`config.mk`:
```
export PLATFORM = sky130hd
export DESIGN_NAME = msrv32_wb_pipe_unit
export DESIGN_NICKNAME = d
export VERILOG_FILES = /design/src/rtl/msrv32_wb_pipe_unit.sv
export SDC_FILE = /design/constraint.sdc
export NUM_CORES = 1
export LEC_CHECK = 0
export ABC_AREA = 1
export CORE_AREA = 3 3 200 202
export DETAILED_ROUTE_END_ITERATION = 7
export DIE_AREA = 0 0 203 205
export DONT_BUFFER_PORTS = 1
export PLACE_DENSITY = 0.42
export RECOVER_POWER = 50
export SYNTH_ARGS = -nofsm -noshare
export SYNTH_HDL_FRONTEND = slang
export SYNTH_SLANG_ARGS = --single-unit
```
`constraint.sdc`:
```
create_clock -name ms_riscv32_mp_clk_in -period 3 [get_ports ms_riscv32_mp_clk_in]
set_input_delay 0.3 -clock ms_riscv32_mp_clk_in [delete_from_list [all_inputs] [get_ports ms_riscv32_mp_clk_in]]
set_output_delay 0.3 -clock ms_riscv32_mp_clk_in [all_outputs]
set_load 0.005 [all_outputs]
```
`src/rtl/msrv32_wb_pipe_unit.sv`:
```
// msrv32_wb_pipe_unit: registered write-back stage for the msrv32 core.
// Chooses one of NUM_SRC results per retiring instruction and drives a
// single-cycle register-file write port. A short history of recent writes
// forwards operands to two read ports, and the ALU second-operand select
// uses the forwarded rs2.
// Optional feature macro: MSRV32_WB_INSTRET_EN (64-bit retired-instruction
// counter on instret_out; when undefined, instret_out is tied to 0).
module msrv32_wb_pipe_unit #(
   parameter int XLEN      = 32,
   parameter int NUM_SRC   = 6,
   parameter int SEL_W     = 3,
   parameter int FWD_DEPTH = 2
) (
   input  logic                    ms_riscv32_mp_clk_in,
   input  logic                    ms_riscv32_mp_rst_in,
   input  logic [NUM_SRC*XLEN-1:0] src_data_in,
   input  logic [SEL_W-1:0]        wb_mux_sel_in,
   input  logic [4:0]              rd_addr_in,
   input  logic                    wr_en_in,
   input  logic                    valid_in,
   output logic                    ready_out,
   input  logic                    hold_in,
   input  logic                    flush_in,
   input  logic [4:0]              rs1_addr_in,
   input  logic [4:0]              rs2_addr_in,
   input  logic [XLEN-1:0]         rs1_data_in,
   input  logic [XLEN-1:0]         rs2_data_in,
   input  logic [XLEN-1:0]         imm_in,
   input  logic                    alu_src_in,
   output logic [XLEN-1:0]         rs1_fwd_out,
   output logic [XLEN-1:0]         rs2_fwd_out,
   output logic [XLEN-1:0]         alu_2nd_src_out,
   output logic                    rf_wr_en_out,
   output logic [4:0]              rf_wr_addr_out,
   output logic [XLEN-1:0]         rf_wr_data_out,
   output logic [63:0]             instret_out
);

   logic            acc;
   logic            push;
   logic [XLEN-1:0] mux_data;

   // Write-back history, entry 0 is the newest committed write.
   logic [FWD_DEPTH-1:0]            hist_v;
   logic [FWD_DEPTH-1:0][4:0]       hist_addr;
   logic [FWD_DEPTH-1:0][XLEN-1:0]  hist_data;

   assign ready_out = !hold_in;
   assign acc       = valid_in & ready_out & !flush_in;
   // Writes to x0 are dropped, so they never reach the port or the history.
   assign push      = acc & wr_en_in & (rd_addr_in != 5'd0);

   // Source mux; an out-of-range select falls back to the ALU result (source 0).
   always_comb begin
      mux_data = src_data_in[XLEN-1:0];
      for (int k = 1; k < NUM_SRC; k++) begin
         if (wb_mux_sel_in == SEL_W'(k)) mux_data = src_data_in[k*XLEN +: XLEN];
      end
   end

   // Register-file write port: strobe lasts one cycle, addr/data hold otherwise.
   always_ff @(posedge ms_riscv32_mp_clk_in) begin
      if (ms_riscv32_mp_rst_in) begin
         rf_wr_en_out   <= 1'b0;
         rf_wr_addr_out <= 5'd0;
         rf_wr_data_out <= '0;
      end else begin
         rf_wr_en_out <= 1'b0;
         if (acc) begin
            rf_wr_en_out   <= push;
            rf_wr_addr_out <= rd_addr_in;
            rf_wr_data_out <= mux_data;
         end
      end
   end

   // History shift register: advances only when a real write commits.
   always_ff @(posedge ms_riscv32_mp_clk_in) begin
      if (ms_riscv32_mp_rst_in) begin
         hist_v    <= '0;
         hist_addr <= '0;
         hist_data <= '0;
      end else if (push) begin
         for (int i = FWD_DEPTH-1; i > 0; i--) begin
            hist_v[i]    <= hist_v[i-1];
            hist_addr[i] <= hist_addr[i-1];
            hist_data[i] <= hist_data[i-1];
         end
         hist_v[0]    <= 1'b1;
         hist_addr[0] <= rd_addr_in;
         hist_data[0] <= mux_data;
      end
   end

   // Operand forwarding: scan oldest to newest so the newest hit wins; x0 reads 0.
   always_comb begin
      rs1_fwd_out = rs1_data_in;
      rs2_fwd_out = rs2_data_in;
      for (int i = FWD_DEPTH-1; i >= 0; i--) begin
         if (hist_v[i] && (hist_addr[i] == rs1_addr_in)) rs1_fwd_out = hist_data[i];
         if (hist_v[i] && (hist_addr[i] == rs2_addr_in)) rs2_fwd_out = hist_data[i];
      end
      if (rs1_addr_in == 5'd0) rs1_fwd_out = '0;
      if (rs2_addr_in == 5'd0) rs2_fwd_out = '0;
   end

   assign alu_2nd_src_out = alu_src_in ? rs2_fwd_out : imm_in;

`ifdef MSRV32_WB_INSTRET_EN
   logic [63:0] instret_q;

   // Retired-instruction counter: every accepted instruction counts, wraps at 2**64.
   always_ff @(posedge ms_riscv32_mp_clk_in) begin
      if (ms_riscv32_mp_rst_in) instret_q <= 64'd0;
      else if (acc)             instret_q <= instret_q + 64'd1;
   end

   assign instret_out = instret_q;
`else
   assign instret_out = 64'd0;
`endif

endmodule

```
# ---- Word-level counts from Yosys, hierarchy flattened
# Cells that the tools add are included.
# W data, S select, Z words.
dict set report totals {
  register_bits 114
  out_inout_bits 199
  input_bits 313
}
dict set report op_classes {
  n_eq_ne 9
  n_bitwise 5
  n_mux 12
  n_reduce_logical 10
}
# op count
set ops {}
lappend ops {{$mux W32} 12}
lappend ops {{$eq A5 B5 Y1} 4}
lappend ops {{$logic_not A5 Y1} 2}
lappend ops {{$eq A3 B2 Y1 const B} 2}
lappend ops {{$eq A3 B3 Y1 const B} 2}
lappend ops {{$reduce_bool A5 Y1} 1}
lappend ops {{$and A1 B1 Y1} 4}
lappend ops {{$logic_and A1 B1 Y1} 4}
lappend ops {{$eq A3 B1 Y1 const B} 1}
lappend ops {{$logic_not A1 Y1} 2}
lappend ops {{$reduce_or A2 Y1} 1}
lappend ops {{$not A1 Y1} 1}

# ---- Logic depth before layout (Yosys ltp)
dict set report depth {
  word_depth 6
  depth_mapped 12
}

# ---- Worst setup path before layout
# OpenSTA, ideal clock, no wires.
dict set report synth_timing {
  kind {register to output}
  from {reg hist_addr[0] (netlist name)}
  to {out rs1_fwd_out[10]}
  stages_incl_launch_ff 9
  arrival_time_ns 1.290
  t_required_ns 2.700
  setup_slack_ns 1.410
  cell_sequence {dfxtp_1 inv_1 o21ai_0 a21oi_1 nand3_1 clkbuf_1 nand3_1 nand2_1 inv_1}
}
dict set report synth_between {
  elab_chain_len 4
}
# element line
set synth_rtl {}
lappend synth_rtl {{from (decl)} 45} ;# logic [FWD_DEPTH-1:0][4:0] hist_addr;
lappend synth_rtl {{from (signal, indexed assignment)} 86} ;# hist_addr[i] <= hist_addr[i-1];
lappend synth_rtl {{$eq A5 B5 Y1} 100} ;# if (hist_v[i] && (hist_addr[i] == rs1_addr_in)) rs1_fwd_out = hist_data[i];
lappend synth_rtl {{$logic_and A1 B1 Y1} 100}
lappend synth_rtl {{$mux W32} 100}
lappend synth_rtl {{$mux W32} 103} ;# if (rs1_addr_in == 5'd0) rs1_fwd_out = '0;
lappend synth_rtl {{to (decl)} 30} ;# output logic [XLEN-1:0] rs1_fwd_out,
# No other way between the ends.

# ---- Final worst setup path
dict set report layout_timing {
  from {reg hist_addr[1] (netlist name)}
  to {out rs1_fwd_out[9]}
}
# Same word-level chain as after synthesis.

==> key figures <==
Die
  – Horiz. Die Dim: 203 um
  – Initial Utilization: 25.84%
  – Total Die Area: 41620 um^2
  – IO Count: 512
  – Die height: 205 um
  – Core area: 38470 um^2
  – Std cell rows: 72

Power
  – Logic pwr share: 15.9%
  – Clock share of power: 48.3%
  – Flop pwr share: 35.8%
  – Switching share of power: 28.96%
  – Leak pwr: 5.818 nW
  – Peak supply drop: 363.0 uV
  – P_sw: 1.318 mW
  – Internal: 3.232 mW
  – Power Dens Cells: 423.6 nW/um^2

Yosys
  – Post-Syn Instances: 1854
  – FF+latch count, synth: 114
  – Yosys warns: 0
  – Top cells by area, synth: dfxtp_1, nand2_1, nand3_1
  – Post-synth top area cell: dfxtp_1
  – Synth cell types: 25
  – Post-synth design cell area: 9941 um^2
  – Average size of a mapped cell: 5.362 um^2
  – Share of the synthesized area in the top cell type: 22.96%
  – Register area share after synthesis: 22.96%

Clock network
  – CTS tree: yes
  – CTS Sinks: 114
  – Postcts setup bufs: 0
  – CTS Buffer Depth: 2
  – Worst-Skew Late Latency: 0.42 ns
  – H-tree depth: 4
  – CTS Root Cell: clkbuf_16
  – Worst-path clk slew: 0.06 ns
  – CTS buffer count: 17

Placement
  – IO buf count: 0
  – DP HPWL: 31.58 mm
  – Gpl congestion: 0.8673

Critical path
  – Kind of critical path: flop to output port
  – CP Data Required Time: 2.70 ns
  – CP top delay family: simple AND/OR/NAND/NOR gates
  – CP arrival: 2.25 ns
  – Element type at the critical path end: output port
  – Kind of start point of the critical path: flop
  – Slowest cell delay on critical path: 0.49 ns
  – WP buf/inv: 2
  – Cell Chain, Critical Path: xor2_1 > a21oi_1 > nand3_2 > buf_12 > nor2_1 > nor2_1 > nand2_1 > inv_1
  – Slowest CP cell: nand3_2
  – Flop2flop setup slack: 2.12 ns
  – Most frequent CP cell: nor2_1
  – Crit path max fanout: 28

GRT
  – GRT Total Usage: 18.66%
  – First-pass GRT wire length: 60.43 mm
  – Pin count of the biggest net entering global routing: 131
  – Vias in the first global route: 10150
  – Gr ovfl total: 0
  – Initial antenna violation count: 0

Drt
  – DRC viols: 0
  – First-pass detailed-route iteration total: 5
  – Routed Wire Length: 40.95 mm
  – Antenna Nets Post-Route: 0
  – Vias per std cell: 4.709
  – 1st-iter DRT viols: 713
  – DR WL/cell: 17.74 um
  – Vias: 10870

Cells and area
  – Commonest non-fill, non-tap cells in the layout: nand2_1, inv_1, nand3_1
  – Number of diodes: 0
  – Leading cell type in the layout, fill and taps excluded: nand2_1
  – Utilization after layout: 27.92%
  – Area growth from synthesis to layout: 8.056%
  – Share of layout cells above drive strength 1: 4.190%
  – Nets: 2091
  – Fill count: 4539

Timing
  – Tcrit/Tclk final: 85.01%
  – Max Fclk: 392.1 MHz
  – Post-route minimum period: 2.550 ns
  – Worst slew margin: 0.5977%
  – Setup TNS Final: 0 ns
  – Fin Hold WS: 0.03682 ns
  – Slew Viols, Final: 0
  – Final Skew: 0.01496 ns
  – Unrepaired setup endpoints after global routing: no
  – Pin slew with the least headroom to its limit: 1.491 ns
  – Final Setup Violations: 0
  – Final hold vios: 0

Flow run
  – Max-cap violation count: 1

Outcome
  – Status: finished with violations
  – Failing checks: capacitance limit

Worst hold path
  – Hold WC Path Type: input pin to flop
cells by family after synthesis:
family	count (synthesis)	synth area share, %
other cells	1	0.03772
buf+inv	472	21.10
xor+xnor	2	0.1762
flops	114	22.96
simple gates	1110	47.63
compound gates	155	8.106
routing by layer:
layer	GRT usage [%]	vias up	share of wire, %
met4	3.860	0	1.1
met5	0	-	0
li1	-	5512	-
met1	25.39	4862	45
met3	4.100	27	7.3
met2	30.42	468	46
state kept, by name, indices dropped and copies added (netlist names):
signal          count
hist_addr          10
hist_data          64
hist_v              2
rf_wr_addr_out      5
rf_wr_data_out     32
rf_wr_en_out        1
metrics by stage:
stage | setup WS, ns | std cells | area, um^2 | power, mW
6_report | 0.4497 | 2308 | 10740 | 4.550
5_1_grt | 0.2556 | 2308 | 10740 | 4.808
4_1_cts | 0.4106 | 2308 | 10770 | 4.639
3_5_place_dp | 0.8864 | 2271 | 10060 | 2.371
3_3_place_gp | 0.9051 | 2271 | 10060 | 2.370
2_1_floorplan | 1.410 | 1917 | 10180 | 2.269
cells in the mapped netlist (all sizes together):
cell / number
o21ai: 68
nand3: 232
conb: 1
nand2: 559
a21oi: 75
clkinv: 1
inv: 281
xor2: 2
clkbuf: 56
nor3: 5
buf: 134
nand4: 96
o22ai: 3
dfxtp: 114
nor2: 218
a211oi: 9
power by group through the flow:
stage / Combinational [mW] / Sequential, mW / Clock [mW]
finish: 0.724 / 1.63 / 2.20
global route: 0.843 / 1.63 / 2.33
CTS: 0.735 / 1.63 / 2.28
detailed placement: 0.709 / 1.66 / 0
global placement: 0.708 / 1.66 / 0
floorplan: 0.644 / 1.63 / 0
worst paths after layout:
kind	startpoint	to	depth (start not counted)
setup reg to reg	hist_data[1]	hist_data[1]	4
setup / recovery	hist_addr[1]	rs1_fwd_out[9]	8
hold reg to reg	hist_data[39]	hist_data[39]	2
hold / removal	rd_addr_in[0]	rf_wr_addr_out[0]	2
worst reg2reg max path: cells and delay by family, from the launching register on:
family                 cells  cell delay [ns]
buffers and inverters      1             0.05
DFF                        1             0.51
and+or+nand+nor            3             0.27
timing repair:
| action | 4_1_cts | 5_1_grt |
|---|---|---|
| gates resized for setup | 0 | 0 |
| hold buffers | 6 | 0 |
| endpoints found under the hold margin | 50 | 0 |
area by class of cell:
type	instances	area (um^2)	area share (%)
flip-flops and latches	114	2282	21.25
clock inverters	10	156.4	1.456
repair buffers	32	284.0	2.644
well taps	518	648.1	6.034
inverters	282	1059	9.854
clock buffers	21	470.5	4.380
multi-input cells	1331	5842	54.39
Note: power is estimated with default switching activity, not from simulation.
